===== config.mk =====
export PLATFORM = sky130hd
export DESIGN_NAME = key_cmd_scheduler
export DESIGN_NICKNAME = d
export VERILOG_FILES = /design/src/rtl/key_cmd_pkg.sv /design/src/rtl/key_repeat_timer.sv /design/src/rtl/key_cmd_scheduler.sv
export SDC_FILE = /design/constraint.sdc
export NUM_CORES = 1
export LEC_CHECK = 0
export CAP_MARGIN = 20
export CORE_MARGIN = 2
export CORE_UTILIZATION = 43
export CTS_BUF_LIST = sky130_fd_sc_hd__clkbuf_4 sky130_fd_sc_hd__clkbuf_8 sky130_fd_sc_hd__clkbuf_16
export CTS_CLUSTER_DIAMETER = 40
export CTS_CLUSTER_SIZE = 12
export DETAILED_ROUTE_END_ITERATION = 7
export GPL_TIMING_DRIVEN = 0
export HOLD_SLACK_MARGIN = 0.1
export PLACE_DENSITY_LB_ADDON = 0.15
export SLEW_MARGIN = 20
export SYNTH_ARGS = -nofsm -noshare
export SYNTH_HDL_FRONTEND = slang
export SYNTH_HIERARCHICAL = 1
export SYNTH_SLANG_ARGS = --single-unit
export TNS_END_PERCENT = 50

===== constraint.sdc =====
create_clock -name clk -period 3.6 [get_ports clk]
set_clock_uncertainty 0.15 [all_clocks]
set_input_delay 0.72 -clock clk [delete_from_list [all_inputs] [get_ports clk]]
set_output_delay 0.72 -clock clk [all_outputs]
set_load 0.05 [all_outputs]

===== src/rtl/key_cmd_pkg.sv =====
// Shared key codes, repeat-FSM state type and command payload for the key command scheduler.
package key_cmd_pkg;

    localparam int unsigned KEY_W = 2;
    localparam int unsigned NKEYS = 4;

    localparam logic [KEY_W-1:0] KEY_UP    = 2'b00;
    localparam logic [KEY_W-1:0] KEY_LEFT  = 2'b01;
    localparam logic [KEY_W-1:0] KEY_RIGHT = 2'b10;
    localparam logic [KEY_W-1:0] KEY_ENTER = 2'b11;

    typedef enum logic [1:0] {
        REP_IDLE   = 2'd0,
        REP_DELAY  = 2'd1,
        REP_REPEAT = 2'd2
    } rep_state_e;

    typedef struct packed {
        logic             valid;
        logic [KEY_W-1:0] code;
    } cmd_t;

    function automatic logic [NKEYS-1:0] key_onehot(input logic [KEY_W-1:0] code);
        key_onehot = NKEYS'(1) << code;
    endfunction

    // Fixed grant priority: enter > up > left > right.
    function automatic logic [KEY_W-1:0] pick_key(input logic [NKEYS-1:0] mask);
        if (mask[KEY_ENTER]) begin
            pick_key = KEY_ENTER;
        end else if (mask[KEY_UP]) begin
            pick_key = KEY_UP;
        end else if (mask[KEY_LEFT]) begin
            pick_key = KEY_LEFT;
        end else begin
            pick_key = KEY_RIGHT;
        end
    endfunction

endpackage


===== src/rtl/key_repeat_timer.sv =====
// Free-running repeat timer with synchronous clear and terminal-count tick (tick while count == limit).
// Only present when KEY_REPEAT_EN is defined; the scheduler instantiates it in that build only.
`ifdef KEY_REPEAT_EN
module key_repeat_timer #(
    parameter int unsigned CNT_W = 24
) (
    input  logic             clk,
    input  logic             rst_n,
    input  logic             clear,
    input  logic [CNT_W-1:0] limit,
    output logic             tick
);

    logic [CNT_W-1:0] cnt_q, cnt_d;

    always_comb begin
        cnt_d = cnt_q + CNT_W'(1);
        if (clear) begin
            cnt_d = '0;
        end
    end

    always_ff @(posedge clk or negedge rst_n) begin
        if (!rst_n) begin
            cnt_q <= '0;
        end else begin
            cnt_q <= cnt_d;
        end
    end

    assign tick = (cnt_q == limit);

endmodule
`endif


===== src/rtl/key_cmd_scheduler.sv =====
// Turns decoded key make/break events into a prioritized, back-pressured command stream.
// Define KEY_REPEAT_EN to build the left/right auto-repeat FSM and its timer.
module key_cmd_scheduler
    import key_cmd_pkg::*;
#(
    parameter int unsigned DELAY_CYCLES  = 15000000,
    parameter int unsigned REPEAT_CYCLES = 5000000,
    parameter int unsigned CNT_W         = 24
) (
    input  logic             clk,
    input  logic             rst,
    input  logic             key_valid,
    input  logic [KEY_W-1:0] key_code,
    input  logic             key_release,
    output logic             cmd_valid,
    output logic [KEY_W-1:0] cmd_code,
    input  logic             cmd_ready
);

    logic [NKEYS-1:0] held_q, held_d;
    logic [NKEYS-1:0] pend_q, pend_d;
    cmd_t             cmd_q, cmd_d;

    logic             make_c, brk_c, new_make_c, slot_free_c;
    logic [NKEYS-1:0] key_oh_c, set_c, rep_set_c, pend_all_c, grant_c;

    assign make_c     = key_valid & ~key_release;
    assign brk_c      = key_valid & key_release;
    assign key_oh_c   = key_onehot(key_code);
    // A make for a key already held is keyboard typematic and is ignored.
    assign new_make_c = make_c & ~|(held_q & key_oh_c);

`ifdef KEY_REPEAT_EN
    localparam logic [CNT_W-1:0] DELAY_LIM  = CNT_W'(DELAY_CYCLES - 1);
    localparam logic [CNT_W-1:0] REPEAT_LIM = CNT_W'(REPEAT_CYCLES - 1);

    rep_state_e       state_q, state_d;
    logic [KEY_W-1:0] rep_key_q, rep_key_d;
    logic             tmr_clr_c, tick_c, is_dir_c;
    logic [CNT_W-1:0] limit_c;

    assign is_dir_c = (key_code == KEY_LEFT) || (key_code == KEY_RIGHT);
    assign limit_c  = (state_q == REP_DELAY) ? DELAY_LIM : REPEAT_LIM;

    key_repeat_timer #(
        .CNT_W (CNT_W)
    ) u_timer (
        .clk   (clk),
        .rst_n (rst),
        .clear (tmr_clr_c),
        .limit (limit_c),
        .tick  (tick_c)
    );

    // Release of the repeating key beats a same-cycle tick, so no stray repeat escapes.
    always_comb begin
        state_d   = state_q;
        rep_key_d = rep_key_q;
        tmr_clr_c = 1'b0;
        rep_set_c = '0;
        unique case (state_q)
            REP_IDLE: begin
                tmr_clr_c = 1'b1;
                if (new_make_c && is_dir_c) begin
                    state_d   = REP_DELAY;
                    rep_key_d = key_code;
                end
            end
            REP_DELAY, REP_REPEAT: begin
                if (brk_c && (key_code == rep_key_q)) begin
                    state_d   = REP_IDLE;
                    tmr_clr_c = 1'b1;
                end else if (new_make_c && is_dir_c && (key_code != rep_key_q)) begin
                    state_d   = REP_DELAY;
                    rep_key_d = key_code;
                    tmr_clr_c = 1'b1;
                end else if (tick_c) begin
                    state_d   = REP_REPEAT;
                    rep_set_c = key_onehot(rep_key_q);
                    tmr_clr_c = 1'b1;
                end
            end
            default: begin
                state_d   = REP_IDLE;
                tmr_clr_c = 1'b1;
            end
        endcase
    end

    always_ff @(posedge clk or negedge rst) begin
        if (!rst) begin
            state_q   <= REP_IDLE;
            rep_key_q <= KEY_UP;
        end else begin
            state_q   <= state_d;
            rep_key_q <= rep_key_d;
        end
    end
`else
    assign rep_set_c = '0;
`endif

    assign set_c       = (new_make_c ? key_oh_c : '0) | rep_set_c;
    assign pend_all_c  = pend_q | set_c;
    assign slot_free_c = ~cmd_q.valid | cmd_ready;

    // New requests bypass the pending register so a make reaches the output next cycle.
    always_comb begin
        held_d  = held_q;
        cmd_d   = cmd_q;
        grant_c = '0;
        if (make_c) begin
            held_d = held_d | key_oh_c;
        end
        if (brk_c) begin
            held_d = held_d & ~key_oh_c;
        end
        if (slot_free_c) begin
            if (|pend_all_c) begin
                cmd_d.valid = 1'b1;
                cmd_d.code  = pick_key(pend_all_c);
                grant_c     = key_onehot(cmd_d.code);
            end else begin
                cmd_d.valid = 1'b0;
            end
        end
        // A set landing on a bit that was already pending survives its own grant.
        pend_d = (pend_all_c & ~grant_c) | (set_c & pend_q);
    end

    always_ff @(posedge clk or negedge rst) begin
        if (!rst) begin
            held_q <= '0;
            pend_q <= '0;
            cmd_q  <= '0;
        end else begin
            held_q <= held_d;
            pend_q <= pend_d;
            cmd_q  <= cmd_d;
        end
    end

    assign cmd_valid = cmd_q.valid;
    assign cmd_code  = cmd_q.code;

endmodule


==> reports/metrics.yaml, run 1 <==
synthArstFlopShare: 1.00
r2r-end: "pend_q[2]"
hold-path-endpoint: "cmd_code[1]"
rows: 13
htreeDepth: 1
comb_power_share: 0.411
clkPwrFrac: 0.211
avgSynthCellArea_um2: 10.6
p_switching_mw: 0.166
cap_violations: 0
netlist_area_um2: 573
postCtsSetupBuffers: 0
area_growth_pct: 24.2
setup_violations: 0
worstReg2RegStart: "cmd_valid"
regArea_um2: 275
place_inst: 78
clkSinkCount: 11
slew_headroom: 0.658
clkLatencyLatePin_ps: 270
num_antenna_cells: 0
multi_input_area_um2: 287
gr-total-overflow: 0
core_um2: 1270
fmax_mhz: 379
gp_congestion: 0.657
drive_above_1_share: 0.194
cts_hold_buf: 0
hold_viol: 0
dp_hpwl_um: 797
drcViolationCount: 0
synth_edf_count: 0
rsz0062_at_grt: "false"
period_minus_slack_ps: 2640
cp-end-kind: "register"
grt_max_degree: 12
synth_top_area_frac: 0.480
min_path_type: "reg2reg"
cts_resized: 0
fill_cells: 131
critPathRequiredTime_ps: 3610
p_per_area_nw_per_um2: 628
vdd_drop_max_v: 0.000238
synth.area.top_cells: "dfrtp_1, o21ai_0, or3b_2"
reg2reg_depth: 4
period_share: 0.732
ys_types: 28
routed_wl_mm: 1.08
holdPathStages: 1
synth.most_common_cell: "dfrtp_1"
slew_viol_final: 0
grt_pass1_vias: 452
die_width_um: 40.5
leakage_nw: 0.298
netlist_instances: 54
cts_made_buffers: 3
status: "complete, no violations"
antenna_found_initial: 0
final-instance-count-excl-fill: 82
fin_nets: 75
initial_core_util: 0.452
yosys_warnings: 6
drt_iter0_drc: 2
vias_per_cell: 5.55
syn-num-nets: 61
clock-root-buffer: "clkbuf_4"
synth_flop_cell: "dfrtp_1"
path_class: "in2reg"
cts_buffer_depth: 2
critPathArrivalTime_ps: 2640
vias: 455
grt_use_total: 0.186
cts_tree: "yes"
io_pins: 10
die_area_um2: 1640
grt_pass1_wl_mm: 1.92
start_kind: "input pin"
yosys.area.top_type: "dfrtp_1"
ff2ff_setup_slack_ps: 1720
dr.pass1.iters: 4
yosys-top-cells-count: "dfrtp_1, o21ai_0, nand2_1"
synth_seq_area_share: 0.480
critPathMaxFanout: 7
port_buffers: 9
clk_pin_slew_worst_paths_ps: 70
setup_tns_ps: 0
power_frac_seq: 0.379
intPower_mw: 0.281
worst_hold_startpoint: "cmd_code[1]"
synth-seq-cells: 11
ant_nets: 0
wire_per_inst_um: 13.2
p_sw_frac: 0.371
die_h_um: 40.5
worst_pin_slew_ps: 511
-- placed cells by master, fill, tap and decap left out, drive strengths merged --
master	instances
and3	1
o32a	1
nand3	1
clkbuf	5
maj3	3
inv	2
nor3	1
a21oi	1
o21ai	6
nor3b	1
clkdlybuf4s50	9
a311o	1
o2bb2ai	1
and3b	1
a211o	1
mux2	1
dfrtp	11
o21ba	1
o31ai	3
or3	1
or3b	4
nor2	2
o21a	2
nand2	4
nor2b	1
mux2i	1
or4	1
-- worst max-delay path by stage --
stage,startpoint,cells after the start,to
global placement,key_release,5,pend_q[2]
CTS,key_release,5,pend_q[2]
detailed placement,key_release,5,pend_q[2]
finish,key_release,5,pend_q[2]
floorplan,key_release,4,cmd_code[1]
global route,key_release,5,cmd_code[0]
-- final cells by class --
cell class | count | area share
flip-flops and latches | 11 | 0.387
inverters | 2 | 0.0105
multi-input cells | 40 | 0.402
well taps | 15 | 0.0264
plain buffers | 1 | 0.00527
repair buffers | 9 | 0.127
clock buffers | 4 | 0.0422
-- flip-flops by register name (all words and copies together), names as in the netlist --
register   cells
cmd_code       2
cmd_valid      1
held_q         4
pend_q         4
-- metal layers --
layer  wire length [um]  track usage  part of all wire  vias up
li1                   -            -                 -      229
met1                478        0.229              0.44      209
met2                520        0.282              0.48       12
met3                 42       0.0333             0.039        5
met4                 40        0.150             0.037        0
met5                  0            0                 0        -
-- power groups by stage --
stage          sequential (mW)  combinational (mW)  clock (mW)
2_1_floorplan            0.228              0.0700           0
6_report                 0.169               0.184      0.0942
4_1_cts                  0.171               0.186      0.0971
3_3_place_gp             0.171               0.183           0
3_5_place_dp             0.173               0.186           0
5_1_grt                  0.174               0.200       0.104
-- stage by stage --
| step | power [mW] | hold WS, ps | util | setup slack, ps | instance area, um2 |
|---|---|---|---|---|---|
| after detailed placement | 0.359 | 342 | 0.537 | 662 | 682 |
| after global routing | 0.477 | 376 | 0.561 | 845 | 712 |
| after global placement | 0.354 | 327 | 0.537 | 671 | 682 |
| after CTS | 0.454 | 359 | 0.561 | 950 | 712 |
| final | 0.447 | 349 | 0.561 | 964 | 712 |
| after floorplan | 0.298 | 274 | - | 1360 | 573 |
-- worst max-delay path: stages --
cell	delay, ps
clkdlybuf4s50_1	580
and3b_1	240
a311o_1	420
or3b_1	380
maj3_2	300
-- cell families (layout without fill, tap and decap cells) --
kind of cell | Yosys count | after routing | share of synthesized area
compound gates | 17 | 17 | 0.214
simple gates | 18 | 18 | 0.194
flops | 11 | 11 | 0.480
buf+inv | 3 | 16 | 0.0196
mux | 2 | 2 | 0.0371
fa+ha+maj | 3 | 3 | 0.0546
Note: power is estimated with default switching activity, not from simulation.
==> run 2: changes to the inputs <==
clock period = 2.28 ns   (was 3.6 ns; I/O delays follow)
==> run 2 against run 1 <==
  * Design area increased by 0.18%
  * Total power is 58% higher
  * Clock power is 58% higher
  * Via count is 0.22% higher
  * Flip-flop and latch count unchanged
  * Core utilization up 0.099 points
  * Register-to-register slack got worse by 1300 ps
  * Worst setup slack worse by 850 ps
  * Cell count unchanged
==> reports/metrics.yaml, run 2 (synthesis results as in run 1) <==
cp-end-kind: "register"
power.total_mw: 0.706
clock-root-buffer: "clkbuf_4"
die_width_um: 40.5
rows: 13
mostFrequentLayoutCells: "dfrtp_1, clkdlybuf4s50_1, o21ai_0, nand2_1, clkbuf_4"
io_pins: 10
worst_pin_slew_ps: 511
slew_headroom: 0.658
routed_wl_mm: 1.09
leakage_nw: 0.313
drcViolationCount: 0
drive_above_1_share: 0.209
critPathSlowestCell: "clkdlybuf4s50_1"
grt_pass1_wl_mm: 1.92
initial_core_util: 0.452
path_delay_family: "buffers and inverters"
hold_ws_ps: 349
final_core_util: 0.562
cp_num_buf_inv: 2
wire_per_inst_um: 13.3
htreeDepth: 1
cts_hold_buf: 0
dr.pass1.iters: 4
cts_made_buffers: 3
setup_violations: 0
grt_max_degree: 12
drt_iter0_drc: 2
fmax_mhz: 461
die_h_um: 40.5
port_buffers: 9
clkLatencyLatePin_ps: 270
rsz0062_at_grt: "false"
critPathArrivalTime_ps: 2180
ant_nets: 0
vdd_drop_max_v: 0.000375
status: "complete, no violations"
slew_viol_final: 0
antenna_found_initial: 0
cts_tree: "yes"
cap_violations: 0
core_um2: 1270
dp_hpwl_um: 797
period_minus_slack_ps: 2170
area_growth_pct: 24.5
fill_cells: 132
gr-total-overflow: 0
clkSinkCount: 11
cts_buffer_depth: 2
path_class: "in2reg"
die_area_um2: 1640
grt_pass1_vias: 452
hold_viol: 0
regArea_um2: 275
period_share: 0.952
gp_congestion: 0.657
critPathRequiredTime_ps: 2290
critPathMaxFanout: 10
clk_pin_slew_worst_paths_ps: 70
num_antenna_cells: 0
crit_chain: "clkdlybuf4s50_1 -> buf_2 -> mux2i_1 -> a211o_2 -> or3b_1 -> maj3_2"
mostFrequentLayoutCell: "dfrtp_1"
vias: 456
p_per_area_nw_per_um2: 990
critical_path.max_stage_delay_ps: 480
vias_per_cell: 5.56
min_path_type: "reg2reg"
fin_nets: 75
grt_use_total: 0.186
multi_input_area_um2: 287
start_kind: "input pin"
==> run 2: timing repair <==
action	in CTS	in global routing
setup endpoints to repair	3	3
resized for setup	4	2
cloned	0	0
setup buffers	0	0
pin swaps	0	0
==> run 2: layout make-up <==
cell class,instances,area share
plain buffers,1,0.00702
repair buffers,9,0.126
multi-input cells,40,0.402
flip-flops and latches,11,0.386
clock buffers,4,0.0421
well taps,15,0.0263
inverters,2,0.0105
==> run 2: path summary, 6_finish.rpt <==
path | from | cells after the start | endpoint | slack (ps)
worst max-delay path | key_code[0] | 6 | pend_q[2] | 110
worst min-delay path | cmd_code[1] | 1 | cmd_code[1] | 350
worst max register to register | cmd_valid | 4 | pend_q[2] | 400
worst min register to register | cmd_code[1] | 1 | cmd_code[1] | 350
max in group asynchronous | rst | 1 | pend_q[2] | 1270
min in group asynchronous | rst | 1 | cmd_valid | 370
==> run 2: power by group <==
group | total, mW | switching, mW | internal [mW]
logic | 0.289 | 0.167 | 0.122
clock network | 0.149 | 0.0690 | 0.0797
registers | 0.268 | 0.0266 | 0.241
==> run 2: metal layers <==
layer	GRT usage	part of all wire	wire length, um	vias up
met5	0	0	0	-
met4	0.150	0.037	40	0
met3	0.0333	0.039	42	5
met2	0.282	0.48	520	12
met1	0.229	0.45	484	210
li1	-	-	-	229
==> run 2: through the flow <==
step           instance area (um2)  instances  setup TNS [ps]  setup slack (ps)
2_1_floorplan                  573         54               0               214
3_3_place_gp                   682         78           -1370              -385
3_5_place_dp                   682         78           -1460              -394
4_1_cts                        711         82           -37.4             -37.4
5_1_grt                        713         82               0              19.4
6_report                       713         82               0               110
==> run 3: changes to the inputs <==
CORE_UTILIZATION = 44   (was 43)
==> run 3 against run 2 <==
  * Register-to-register slack improved by 50 ps
  * Clock-buffer cell count did not move
  * Routed wire length is 2.0% higher
  * Fmax decreased by 0.10%
  * Design area grew 2.8%
  * Cell count increased by 2.4%
  * Flip-flop and latch count unchanged
  * Total power up 1.7%
  * Via count rose by 0.88%
  * First-iteration DRC count increased to 3.5 times the previous value
  * Sequential power about the same
  * Highest routed layer unchanged
==> reports/metrics.yaml, run 3 (synthesis results as in run 1) <==
io_pins: 10
grt_max_degree: 12
leakage_nw: 0.325
mostFrequentLayoutCell: "dfrtp_1"
dp_hpwl_um: 788
critPathMaxFanout: 10
die_h_um: 40.1
worst_pin_slew_ps: 495
hold_viol: 0
critPathRequiredTime_ps: 2280
vdd_drop_max_v: 0.000432
rows: 13
clkLatencyLatePin_ps: 260
cp-end-kind: "register"
vias_per_cell: 5.48
critPathArrivalTime_ps: 2180
grt_use_total: 0.177
die_area_um2: 1610
mostFrequentLayoutCells: "dfrtp_1, clkdlybuf4s50_1, clkbuf_4, o21ai_0, nand2_1"
routed_wl_mm: 1.11
hold_ws_ps: 360
clkSinkCount: 11
cap_violations: 0
cts_made_buffers: 3
fmax_mhz: 460
dr.pass1.iters: 4
drive_above_1_share: 0.232
fin_nets: 77
port_buffers: 9
initial_core_util: 0.458
grt_pass1_wl_mm: 1.82
clock-root-buffer: "clkbuf_4"
htreeDepth: 1
p_per_area_nw_per_um2: 979
core_um2: 1250
cts_tree: "yes"
cts_buffer_depth: 2
clk_pin_slew_worst_paths_ps: 70
wire_per_inst_um: 13.2
antenna_found_initial: 0
period_share: 0.953
ff2ff_setup_slack_ps: 450
power.total_mw: 0.718
regArea_um2: 275
fill_cells: 112
vias: 460
num_antenna_cells: 0
drcViolationCount: 0
die_width_um: 40.1
multi_input_area_um2: 289
path_class: "in2reg"
grt_pass1_vias: 413
drt_iter0_drc: 7
gr-total-overflow: 0
period_minus_slack_ps: 2170
area_growth_pct: 27.9
status: "complete, no violations"
slew_viol_final: 0
gp_congestion: 0.705
setup_violations: 0
slew_headroom: 0.669
ant_nets: 0
start_kind: "input pin"
min_path_type: "reg2reg"
cts_hold_buf: 0
run 3: cell count changes in the layout (fill, tap and decap cells not counted), sizes merged:
| cell | change |
|---|---|
| clkbuf | +1 |
| buf | +1 |
run 3: repair_timing:
item                                    CTS  global route
gates resized for setup                   5             3
setup buffers                             0             2
pin swaps                                 0             1
endpoints found under the setup margin    3             2
run 3: area by class of cell:
type                    instances  area share
plain buffers                   1      0.0102
clock buffers                   4      0.0410
inverters                       2      0.0102
multi-input cells              40       0.394
flip-flops and latches         11       0.375
well taps                      15      0.0256
repair buffers                 11       0.143
run 3: path summary, 6_finish.rpt:
| path | endpoint | cells past startpoint | start |
|---|---|---|---|
| max | pend_q[2] | 6 | key_code[0] |
| min | held_q[3] | 2 | held_q[3] |
| max reg2reg | pend_q[2] | 4 | cmd_valid |
| min reg2reg | held_q[3] | 2 | held_q[3] |
| max in group asynchronous | held_q[0] | 1 | rst |
| min in group asynchronous | pend_q[3] | 1 | rst |
run 3: worst max-delay path: stages:
cell             delay (ps)
clkdlybuf4s50_1         490
clkbuf_4                190
mux2i_1                 190
a211o_2                 170
or3b_1                  360
maj3_2                  310
run 3: where the power goes:
| group | internal [mW] | switching [mW] | total, mW |
|---|---|---|---|
| clock | 0.0795 | 0.0655 | 0.145 |
| combinational | 0.135 | 0.171 | 0.306 |
| sequential | 0.241 | 0.0257 | 0.267 |
run 3: stage by stage:
step,setup TNS (ps),util,cells,cell area [um2],worst slack [ps]
after floorplan,0,-,54,573,214
after global placement,-1360,0.544,78,682,-391
after detailed placement,-1440,0.544,78,682,-385
after CTS,0,0.569,82,713,0.566
after global routing,-5.47,0.585,84,733,-5.47
final,0,0.585,84,733,108
run 3: layer usage:
metal	share of wire	GRT usage
met5	0	0
met4	0.023	0.103
met1	0.47	0.242
met3	0.041	0.0500
met2	0.46	0.242
